## config.mk

```make
export PLATFORM = sky130hd
export DESIGN_NAME = bike_2_keygen_top_flat
export DESIGN_NICKNAME = d
export VERILOG_FILES = /design/src/rtl/bike_2_keygen_top_if.sv /design/src/rtl/bike_2_keygen_top.sv /design/src/flat_wrapper.sv
export SDC_FILE = /design/constraint.sdc
export NUM_CORES = 2
export LEC_CHECK = 0
export BUFFER_PORTS_ARGS = -buffer_cell sky130_fd_sc_hd__buf_2
export CORE_MARGIN = 2
export CORE_UTILIZATION = 54
export DETAILED_ROUTE_END_ITERATION = 16
export HOLD_SLACK_MARGIN = 0.12
export MAX_ROUTING_LAYER = met4
export PLACE_DENSITY = 0.7
export SETUP_SLACK_MARGIN = 0.1
export SKIP_LAST_GASP = 1
export SYNTH_ARGS = -nofsm -noshare
export SYNTH_HDL_FRONTEND = slang
export SYNTH_SLANG_ARGS = --single-unit
```

## constraint.sdc

```tcl
create_clock -name clk -period 3 [get_ports clk]
set_input_delay 0.15 -clock clk [delete_from_list [all_inputs] [get_ports clk]]
set_output_delay 0.15 -clock clk [all_outputs]
set_load 0.05 [all_outputs]
```

## src/rtl/bike_2_keygen_top_if.sv

```systemverilog
// rtl/bike_2_keygen_top_if.sv - control, PRNG handshake and serial key output bundle
interface bike_2_keygen_top_if;
  logic        start;
  logic        rng_valid;
  logic [63:0] rng_in;
  logic [1:0]  rng_start;
  logic        h0_out;
  logic        h1_out;
  logic        f_out;
  logic        out_valid;
  logic        done;

  modport master (
    output start, rng_valid, rng_in,
    input  rng_start, h0_out, h1_out, f_out, out_valid, done
  );

  modport slave (
    input  start, rng_valid, rng_in,
    output rng_start, h0_out, h1_out, f_out, out_valid, done
  );
endinterface

```

## src/rtl/bike_2_keygen_top.sv

```systemverilog
// rtl/bike_2_keygen_top.sv - BIKE-2 keygen: sparse h0/h1 sampling, h0 inversion, f = h1*h0^-1, serial output
module bike_2_keygen_top #(
  parameter int R  = 101,
  parameter int D  = 15,
  parameter int LR = 7
) (
  input  logic               clk,
  input  logic               rst_b,
  bike_2_keygen_top_if.slave bus
);
  localparam int             WW  = $clog2(D + 1);
  localparam logic [R-1:0]   ONE = {{(R-1){1'b0}}, 1'b1};
  localparam logic [LR:0]    R_W = (LR+1)'(R);

  typedef enum logic [2:0] {
    S_IDLE, S_REQ, S_WAIT, S_SQ, S_INV, S_MUL, S_OUT, S_DONE
  } state_t;

  state_t          r_state;
  logic [R-1:0]    r_h0, r_h1, r_a, r_s;
  logic [R-1:0]    r_rot, r_mb, r_acc;
  logic [WW-1:0]   r_w;
  logic            r_sel, r_seed;
  logic [LR-1:0]   r_cnt, r_iter;
  logic [1:0]      r_rng_start;
  logic            r_h0_out, r_h1_out, r_f_out, r_out_valid, r_done;

  logic [LR-1:0]   w_p;
  logic [R-1:0]    w_onehot, w_cur, w_sq, w_rot_nx, w_mul_res;
  logic            w_accept, w_full;
  logic            w_unused_rng;

  assign w_p          = bus.rng_in[LR-1:0];
  assign w_unused_rng = &{1'b0, bus.rng_in[63:LR]};
  // A position >= R shifts the one-hot out entirely, so the range test only guards acceptance.
  assign w_onehot     = ONE << w_p;
  assign w_cur        = r_sel ? r_h1 : r_h0;
  assign w_accept     = ({1'b0, w_p} < R_W) && ((w_cur & w_onehot) == '0);
  assign w_full       = (r_w == WW'(D - 1));
  assign w_rot_nx     = {r_rot[R-2:0], r_rot[R-1]};
  assign w_mul_res    = r_acc ^ (r_mb[0] ? r_rot : '0);

  // Squaring in GF(2)[x]/(x^R-1) is a fixed bit permutation i -> 2i mod R.
  always_comb begin
    w_sq = '0;
    for (int i = 0; i < R; i++) begin
      w_sq[(2 * i) % R] = r_s[i];
    end
  end

  always_ff @(posedge clk or negedge rst_b) begin
    if (!rst_b) begin
      r_state     <= S_IDLE;
      r_h0        <= '0;
      r_h1        <= '0;
      r_a         <= '0;
      r_s         <= '0;
      r_rot       <= '0;
      r_mb        <= '0;
      r_acc       <= '0;
      r_w         <= '0;
      r_sel       <= 1'b0;
      r_seed      <= 1'b0;
      r_cnt       <= '0;
      r_iter      <= '0;
      r_rng_start <= 2'b00;
      r_h0_out    <= 1'b0;
      r_h1_out    <= 1'b0;
      r_f_out     <= 1'b0;
      r_out_valid <= 1'b0;
      r_done      <= 1'b0;
    end else begin
      r_rng_start <= 2'b00;
      r_done      <= 1'b0;
      case (r_state)
        S_IDLE: begin
          if (bus.start) begin
            r_h0    <= '0;
            r_h1    <= '0;
            r_w     <= '0;
            r_sel   <= 1'b0;
            r_seed  <= 1'b1;
            r_state <= S_REQ;
          end
        end
        S_REQ: begin
          r_rng_start <= r_seed ? 2'b10 : 2'b01;
          r_seed      <= 1'b0;
          r_state     <= S_WAIT;
        end
        S_WAIT: begin
          if (bus.rng_valid) begin
            r_state <= S_REQ;
            if (w_accept) begin
              if (r_sel) r_h1 <= r_h1 | w_onehot;
              else       r_h0 <= r_h0 | w_onehot;
              if (w_full) begin
                r_w <= '0;
                if (!r_sel) begin
                  r_sel <= 1'b1;
                end else begin
                  r_a     <= ONE;
                  r_s     <= r_h0;
                  r_iter  <= '0;
                  r_state <= S_SQ;
                end
              end else begin
                r_w <= r_w + 1'b1;
              end
            end
          end
        end
        S_SQ: begin
          r_s     <= w_sq;
          r_rot   <= w_sq;
          r_mb    <= r_a;
          r_acc   <= '0;
          r_cnt   <= '0;
          r_state <= S_INV;
        end
        S_INV: begin
          r_acc <= w_mul_res;
          r_rot <= w_rot_nx;
          r_mb  <= r_mb >> 1;
          r_cnt <= r_cnt + 1'b1;
          if (r_cnt == LR'(R - 1)) begin
            r_cnt <= '0;
            if (r_iter == LR'(R - 3)) begin
              r_rot   <= r_h1;
              r_mb    <= w_mul_res;
              r_acc   <= '0;
              r_state <= S_MUL;
            end else begin
              r_a     <= w_mul_res;
              r_iter  <= r_iter + 1'b1;
              r_state <= S_SQ;
            end
          end
        end
        S_MUL: begin
          r_acc <= w_mul_res;
          r_rot <= w_rot_nx;
          r_mb  <= r_mb >> 1;
          r_cnt <= r_cnt + 1'b1;
          if (r_cnt == LR'(R - 1)) begin
            // Multiplier registers are reused as the three output shift registers.
            r_cnt       <= '0;
            r_out_valid <= 1'b1;
            r_h0_out    <= r_h0[0];
            r_h1_out    <= r_h1[0];
            r_f_out     <= w_mul_res[0];
            r_rot       <= r_h0 >> 1;
            r_mb        <= r_h1 >> 1;
            r_acc       <= w_mul_res >> 1;
            r_state     <= S_OUT;
          end
        end
        S_OUT: begin
          if (r_cnt == LR'(R - 1)) begin
            r_out_valid <= 1'b0;
            r_h0_out    <= 1'b0;
            r_h1_out    <= 1'b0;
            r_f_out     <= 1'b0;
            r_done      <= 1'b1;
            r_state     <= S_DONE;
          end else begin
            r_h0_out <= r_rot[0];
            r_h1_out <= r_mb[0];
            r_f_out  <= r_acc[0];
            r_rot    <= r_rot >> 1;
            r_mb     <= r_mb >> 1;
            r_acc    <= r_acc >> 1;
            r_cnt    <= r_cnt + 1'b1;
          end
        end
        S_DONE: begin
          r_state <= S_IDLE;
        end
        default: r_state <= S_IDLE;
      endcase
    end
  end

  assign bus.rng_start = r_rng_start;
  assign bus.h0_out    = r_h0_out;
  assign bus.h1_out    = r_h1_out;
  assign bus.f_out     = r_f_out;
  assign bus.out_valid = r_out_valid;
  assign bus.done      = r_done;
endmodule

```

## src/flat_wrapper.sv

```systemverilog
// flat-port wrapper written by rule: the top's interface ports become plain ports
module bike_2_keygen_top_flat 
#(
  parameter int R  = 101,
  parameter int D  = 15,
  parameter int LR = 7
)
  (clk, rst_b, bus_start, bus_rng_valid, bus_rng_in, bus_rng_start, bus_h0_out, bus_h1_out, bus_f_out, bus_out_valid, bus_done);
  bike_2_keygen_top_if bus_i ();
  input  logic clk;
  input  logic rst_b;
  input wire logic [$bits(bus_i.start)-1:0] bus_start;
  input wire logic [$bits(bus_i.rng_valid)-1:0] bus_rng_valid;
  input wire logic [$bits(bus_i.rng_in)-1:0] bus_rng_in;
  output wire logic [$bits(bus_i.rng_start)-1:0] bus_rng_start;
  output wire logic [$bits(bus_i.h0_out)-1:0] bus_h0_out;
  output wire logic [$bits(bus_i.h1_out)-1:0] bus_h1_out;
  output wire logic [$bits(bus_i.f_out)-1:0] bus_f_out;
  output wire logic [$bits(bus_i.out_valid)-1:0] bus_out_valid;
  output wire logic [$bits(bus_i.done)-1:0] bus_done;
  assign bus_i.start = bus_start;
  assign bus_i.rng_valid = bus_rng_valid;
  assign bus_i.rng_in = bus_rng_in;
  assign bus_rng_start = bus_i.rng_start;
  assign bus_h0_out = bus_i.h0_out;
  assign bus_h1_out = bus_i.h1_out;
  assign bus_f_out = bus_i.f_out;
  assign bus_out_valid = bus_i.out_valid;
  assign bus_done = bus_i.done;
  bike_2_keygen_top #(.R(R), .D(D), .LR(LR)) u_core (.clk(clk), .rst_b(rst_b), .bus(bus_i));
endmodule
```

# Yosys cells after proc, flatten, opt, wreduce, memory -nomap -nowiden
# Cells that the tools add are included.
dict set report classes {
  add_sub_neg 3
  magnitude_cmp 1
  n_eq_ne 21
  n_shift 1
  muxes 86
  bitwise_logic 5
  n_reduce_logical 24
}
# op n
set ops {}
lappend ops {{two-way mux 101 bit} 30}
lappend ops {{one-hot mux 101 bit (4 select lines)} 3}
lappend ops {{one-hot mux 101 bit (2 select lines)} 4}
lappend ops {{bitwise OR 101 bit} 2}
lappend ops {{bitwise AND 101 bit} 1}
lappend ops {{zero test 101 bit} 1}
lappend ops {{<< shifter 1 x 7 -> 101 bit (first input constant)} 1}
lappend ops {{XOR 101 bit} 1}
lappend ops {{two-way mux 100 bit} 1}
lappend ops {{two-way mux 7 bit} 8}
lappend ops {{AND reduction 5 bit} 5}
lappend ops {{two-way mux 3 bit} 8}
lappend ops {{one-hot mux 3 bit (8 select lines)} 1}
lappend ops {{one-hot mux 7 bit (3 select lines)} 1}
lappend ops {{two-way mux 4 bit} 4}
lappend ops {{two-way mux 1 bit} 15}
lappend ops {{adder 7 x 1 -> 7 bit (second input constant)} 2}
lappend ops {{== test 7 bit (second input constant)} 2}
lappend ops {{one-hot mux 7 bit (2 select lines)} 1}
lappend ops {{== test 3 bit (second input constant)} 4}
lappend ops {{!= test 2 x 1 -> 1 bit (second input constant)} 6}
lappend ops {{one-hot mux 1 bit (2 select lines)} 6}
lappend ops {{!= test 2 bit (second input constant)} 5}
lappend ops {{nonzero test 2 bit} 5}
lappend ops {{18 further kinds} 24}
dict set report word_totals {
  ff_bits 737
  out_inout_bits 7
  elab_cells 161
}

# Logic depth before layout (Yosys ltp)
dict set report logic_depth {
  depth_word 7
  mapped_depth 14
}

# Least setup slack after synthesis
# OpenSTA, ideal clock, no wires.
dict set report synth_path {
  path_kind {flip-flop to flip-flop}
  startpoint {reg u_core.r_sel}
  endpoint {reg u_core.r_h0[58]}
  setup_time_ps 77
  arrival_time_ps 2671
  required_ps 2923
  slack_ps 253
  stages_incl_launch_ff 13
  n_path_buf 5
  synth_period_minus_slack_ps 2747
  cell_sequence {dfrtp_1 -> buf_6 -> buf_6 -> clkbuf_1 -> mux4_2 -> a22oi_1 -> nand4_1 -> nor4_4 -> nand3_2 -> buf_6 -> or3_1 -> buf_4 -> o21ai_2}
}
dict set report synth_via {
  elab_chain_cells 6
}
# item line
set synth_lines {}
lappend synth_lines {{from (decl)} bike_2_keygen_top.sv:23} ;# logic r_sel, r_seed;
lappend synth_lines {{from (signal assigned)} bike_2_keygen_top.sv:62} ;# r_sel <= 1'b0;
lappend synth_lines {{from (signal assigned)} bike_2_keygen_top.sv:81} ;# r_sel <= 1'b0;
lappend synth_lines {{from (signal assigned)} bike_2_keygen_top.sv:100} ;# r_sel <= 1'b1;
lappend synth_lines {{two-way mux 101 bit} bike_2_keygen_top.sv:37} ;# assign w_cur = r_sel ? r_h1 : r_h0;
lappend synth_lines {{bitwise AND 101 bit} bike_2_keygen_top.sv:38} ;# assign w_accept = ({1'b0, w_p} < R_W) && ((w_cur & w_onehot) == '0);
lappend synth_lines {{zero test 101 bit} bike_2_keygen_top.sv:38}
lappend synth_lines {{logical AND 1 bit} bike_2_keygen_top.sv:38}
lappend synth_lines {{!= test 2 x 1 -> 1 bit (no source line)} --}
lappend synth_lines {{AND reduction 5 bit (no source line) *} --}
lappend synth_lines {{to (signal assigned)} bike_2_keygen_top.sv:96} ;# else r_h0 <= r_h0 | w_onehot;
lappend synth_lines {{to (decl)} bike_2_keygen_top.sv:20} ;# logic [R-1:0] r_h0, r_h1, r_a, r_s;
# Every way passes the cells marked *; elsewhere a longest branch is shown, timed or not.
# A chain may end at the register's enable or synchronous reset.

# Final worst setup path
dict set report layout_path {
  startpoint {reg u_core.r_sel}
  endpoint {reg u_core.r_s[95]}
}
dict set report layout_via {
  elab_chain_cells 6
}
# item line
set layout_lines {}
lappend layout_lines {{two-way mux 101 bit} bike_2_keygen_top.sv:37}
lappend layout_lines {{bitwise AND 101 bit} bike_2_keygen_top.sv:38}
lappend layout_lines {{zero test 101 bit} bike_2_keygen_top.sv:38}
lappend layout_lines {{logical AND 1 bit} bike_2_keygen_top.sv:38}
lappend layout_lines {{!= test 2 x 1 -> 1 bit (no source line)} --}
lappend layout_lines {{AND reduction 5 bit (no source line) *} --}
lappend layout_lines {{to (signal assigned)} bike_2_keygen_top.sv:103} ;# r_s <= r_h0;
lappend layout_lines {{to (signal assigned)} bike_2_keygen_top.sv:114} ;# r_s <= w_sq;
lappend layout_lines {{to (decl)} bike_2_keygen_top.sv:20}
# Marks and branches as above.

==> run_results.csv <==
group,metric,value,unit
worst_hold_path,timing.hold.worst.start,"bus_rng_in[4]",
synth,yosys_warnings,0,
synth,post_synth_and_or_nand_nor_area_fraction,0.0943,
synth,yosys.area_share.xor_xnor,0.0233,
setup_path,cp_top_family,"buffers and inverters",
routing,first_pass_iters,6,
sta,maximum_frequency_from_static_timing_analysis,299,MHz
setup_path,crit_top_cell,"buf_4",
synth,post-synth-top-area-cell,"dfrtp_1",
grt,largest_net_degree_at_the_start_of_global_routing,146,
setup_path,worstPathRequired,3.52,ns
setup_path,crit_path_dat,3.86,ns
place,io_buffer_count,17,
worst_hold_path,worst_hold_path.num_cells,4,
grt,antenna_found_initial,2,
clocking,max-clock-path-buffers,3,
clocking,clk-insertion-delay-late,0.64,ns
synth,syn_nets,4341,
sta,relSlewSlack,0.461,
sta,fin_worst_skew,0.0209,ns
synth,post_synth_main_area_contributors,"dfrtp_1 (47%), o21ai_0 (8.1%), a21oi_1 (5.3%), a221o_1 (5.1%), nand2_1 (4.3%)",
routing,wire_length_per_cell_after_detailed_routing,27.4,um
setup_path,critical_path_buf_inv_count,7,
routing,drt_first_iter_violations,5202,
setup_path,cp_slowest_cell,"dfrtp_4",
finish,area_growth,18.9,%
grt,track_usage,0.407,
finish,drive_gt1_frac,0.165,
status,failed_checks,"setup timing",
grt,grt.overflow.total,0,
floorplan,design.portCount,75,
setup_path,crit_fanout,13,
setup_path,cp-start-kind,"register",
clocking,tritoncts.num_buffers,83,
clocking,cts_htree_levels,3,
grt,grt_first_pass_wirelength,227,mm
clocking,tritoncts,"built",
power_and_ir_drop,power.density_cell_area,907,mW/mm^2
finish,fill_cells,5955,
routing,detailroute.via_count,37700,
synth,leading_cell_type_by_number_of_instances_after_synthesis,"dfrtp_1",
floorplan,chipWidth,274,um
synth,yosys-mux-area-fraction,0.0257,
setup_path,setup_slack_of_the_most_critical_reg_to_reg_path,-0.34,ns
sta,final_min_period_over_clock_period,1.11,
routing,avgViaCountPerCell,6.92,
synth,area_fraction_in_compound_gates_after_synthesis,0.341,
flow_run,drv_cap,0,
worst_hold_path,min-delay-path-class,"in2reg",
place,gp_congestion,1.06,
worst_hold_path,timing.hold.worst_endpoint,"u_core.r_h0[60]",
setup_path,worstPathCellList,"buf_12, buf_16, buf_4, mux2i_2, o22ai_1, a22oi_1, nand4_1, nor4_4, buf_4, buf_6, nand4_1, buf_6, buf_4, o22a_1, o21a_1",
synth,netlist.area_leader.share,0.467,
synth,synth_seq_area_share,0.467,
synth,post_synth_most_frequent_cells,"dfrtp_1 (737), o21ai_0 (636), nand2_1 (452)",
power_and_ir_drop,design_power_total,42600,uW
power_and_ir_drop,cellLeakagePower,0.0191,uW
setup_path,reg2regPathDepth,15,
sta,report.final.hold_viol_count,0,
setup_path,worstReg2RegEnd,"u_core.r_s[95]",
routing,drt_antenna_net_count,0,
finish,finish.net_count,4487,
synth,post_synth.cell_area_avg,9.25,sq um
synth,synth.lib_cells_used.distinct,68,
place,dpl_cell_area,0.0430,sq mm
setup_path,critPathKind,"reg2reg",
grt,first_global_vias,35400,
synth,synthesis.area,0.0395,sq mm
clocking,worst_setup_hold_path_clk_slew,0.06,ns
power_and_ir_drop,vdd.ir_drop.worst,0.740,mV
floorplan,core-area,0.0727,sq mm
setup_path,cp-end-kind,"register",
synth,synthAdderAreaFrac,0.00190,
synth,ys_ff_latch,737,
sta,holdWs,0.231,ns
place,dpl.hpwl,100,mm
setup_path,worst_path_largest_cell_delay,0.58,ns
setup_path,worstReg2RegStart,"u_core.r_sel",
synth,synth_edf_count,0,
sta,finalSetupViolations,416,
floorplan,dieHeight,274,um
sta,rsz0062_at_grt,"true",
sta,postLayoutSetupSlackWorst,-0.341,ns
sta,slew_violations,0,
finish,area_of_all_placed_cells_without_fillers,0.0469,sq mm
floorplan,fp-row-count,99,
synth,synth_async_sr_flop_share,1.00,
floorplan,fp.dieArea,0.0753,sq mm
floorplan,start_util,0.543,
finish,utilization,0.646,
synth,synth_top_family_by_area,"compound AO/OA/AOI/OAI gates",
sta,worst_pin_slew,0.808,ns
clocking,clock_sinks,737,
synth,syn_inst,4267,
status,outcome,"finished with violations",
routing,postRouteWirelength,149,mm
routing,drcViolationCount,0,
sta,finalWorstPathRequiredPeriod,3.34,ns
clocking,clock-root-buffer,"clkbuf_16",
synth,synthFlopType,"dfrtp_1",
==> report_power, final <==
group | internal, uW | total (uW) | switching, uW
registers | 12400 | 15900 | 3500
logic | 6130 | 16100 | 9950
clock network | 6320 | 10600 | 4300
==> registers in the layout (all words and copies together), names as in the netlist, 101 cells and up <==
| register | flops |
|---|---|
| u_core.r_a | 101 |
| u_core.r_acc | 101 |
| u_core.r_h0 | 101 |
| u_core.r_h1 | 101 |
| u_core.r_mb | 101 |
| u_core.r_rot | 101 |
| u_core.r_s | 101 |
==> cells in the final DEF (no fill, tap or decap), drive strengths merged, types with 37 or more instances in the layout <==
cell,n
a21oi,418
clkbuf,130
mux2i,98
a31oi,49
o22ai,47
dfrtp,737
o211ai,37
xor2,69
o21ai,732
a221o,201
nor2b,55
buf,475
nor3,57
o22a,100
a22o,39
nand2,452
a221oi,53
a22oi,111
nor2,168
o21a,139
o2bb2ai,65
==> area by class of cell <==
| class | instances | area (sq um) | share of cell area |
|---|---|---|---|
| timing repair buffer | 482 | 4740 | 0.101 |
| clock buffer | 129 | 2610 | 0.0555 |
| inverter | 7 | 26.3 | 0.000560 |
| tap | 959 | 1200 | 0.0256 |
| clock inverter | 24 | 235 | 0.00501 |
| sequential | 737 | 18500 | 0.393 |
| antenna | 2 | 5.00 | 0.000107 |
| multi-input combinational | 3102 | 19700 | 0.419 |
==> worst max path at each step <==
stage,cells after the start,to,slack (ns),startpoint
2_1_floorplan,12,u_core.r_h0[58],0.25,u_core.r_sel
3_3_place_gp,13,u_core.r_h1[82],-0.39,u_core.r_sel
3_5_place_dp,13,u_core.r_h1[58],-0.44,u_core.r_sel
4_1_cts,15,u_core.r_s[10],-0.26,u_core.r_sel
5_1_grt,15,u_core.r_s[74],-0.42,u_core.r_sel
6_report,15,u_core.r_s[95],-0.34,u_core.r_sel
==> per-layer routing <==
metal | global-route usage | vias to the layer above | share of wire
met1 | 0.560 | 18700 | 0.41
met3 | 0.0683 | 366 | 0.099
met2 | 0.596 | 2204 | 0.44
li1 | - | 16400 | -
met4 | 0.172 | 0 | 0.048
met5 | - | - | 0
==> metrics by stage <==
step	std cells	setup TNS, ns	worst slack (ns)
after global routing	5441	-134.42	-0.418
after CTS	5439	-74.55	-0.263
after global placement	5249	-113.40	-0.392
after floorplan	4267	0	0.253
after detailed placement	5249	-131.60	-0.436
final	5442	-97.50	-0.341
==> worst min-delay path, cell delays in order <==
cell and delay (ns):
buf_2 0.20, nand4b_2 0.24, buf_4 0.16, o21ai_2 0.05
==> repair_timing <==
item,in CTS,in global routing
endpoints found under the hold margin,495,0
hold buffers,5,0
gates resized for setup,136,19
pin swaps,8,2
gates cloned,13,1
buffers inserted,19,0
endpoints found under the setup margin,419,628
==> kinds of logic (layout without fill, tap and decap cells) <==
group                    Yosys count  in the layout
flip-flops                       737            737
other                              0              2
adder cells (fa/ha/maj)            6              6
multiplexers                     100            100
buffers and inverters            429            642
XOR/XNOR                         105            105
AO/OA/AOI/OAI                   2052           2052
AND/OR/NAND/NOR                  838            839
Note: power is estimated with default switching activity, not from simulation.
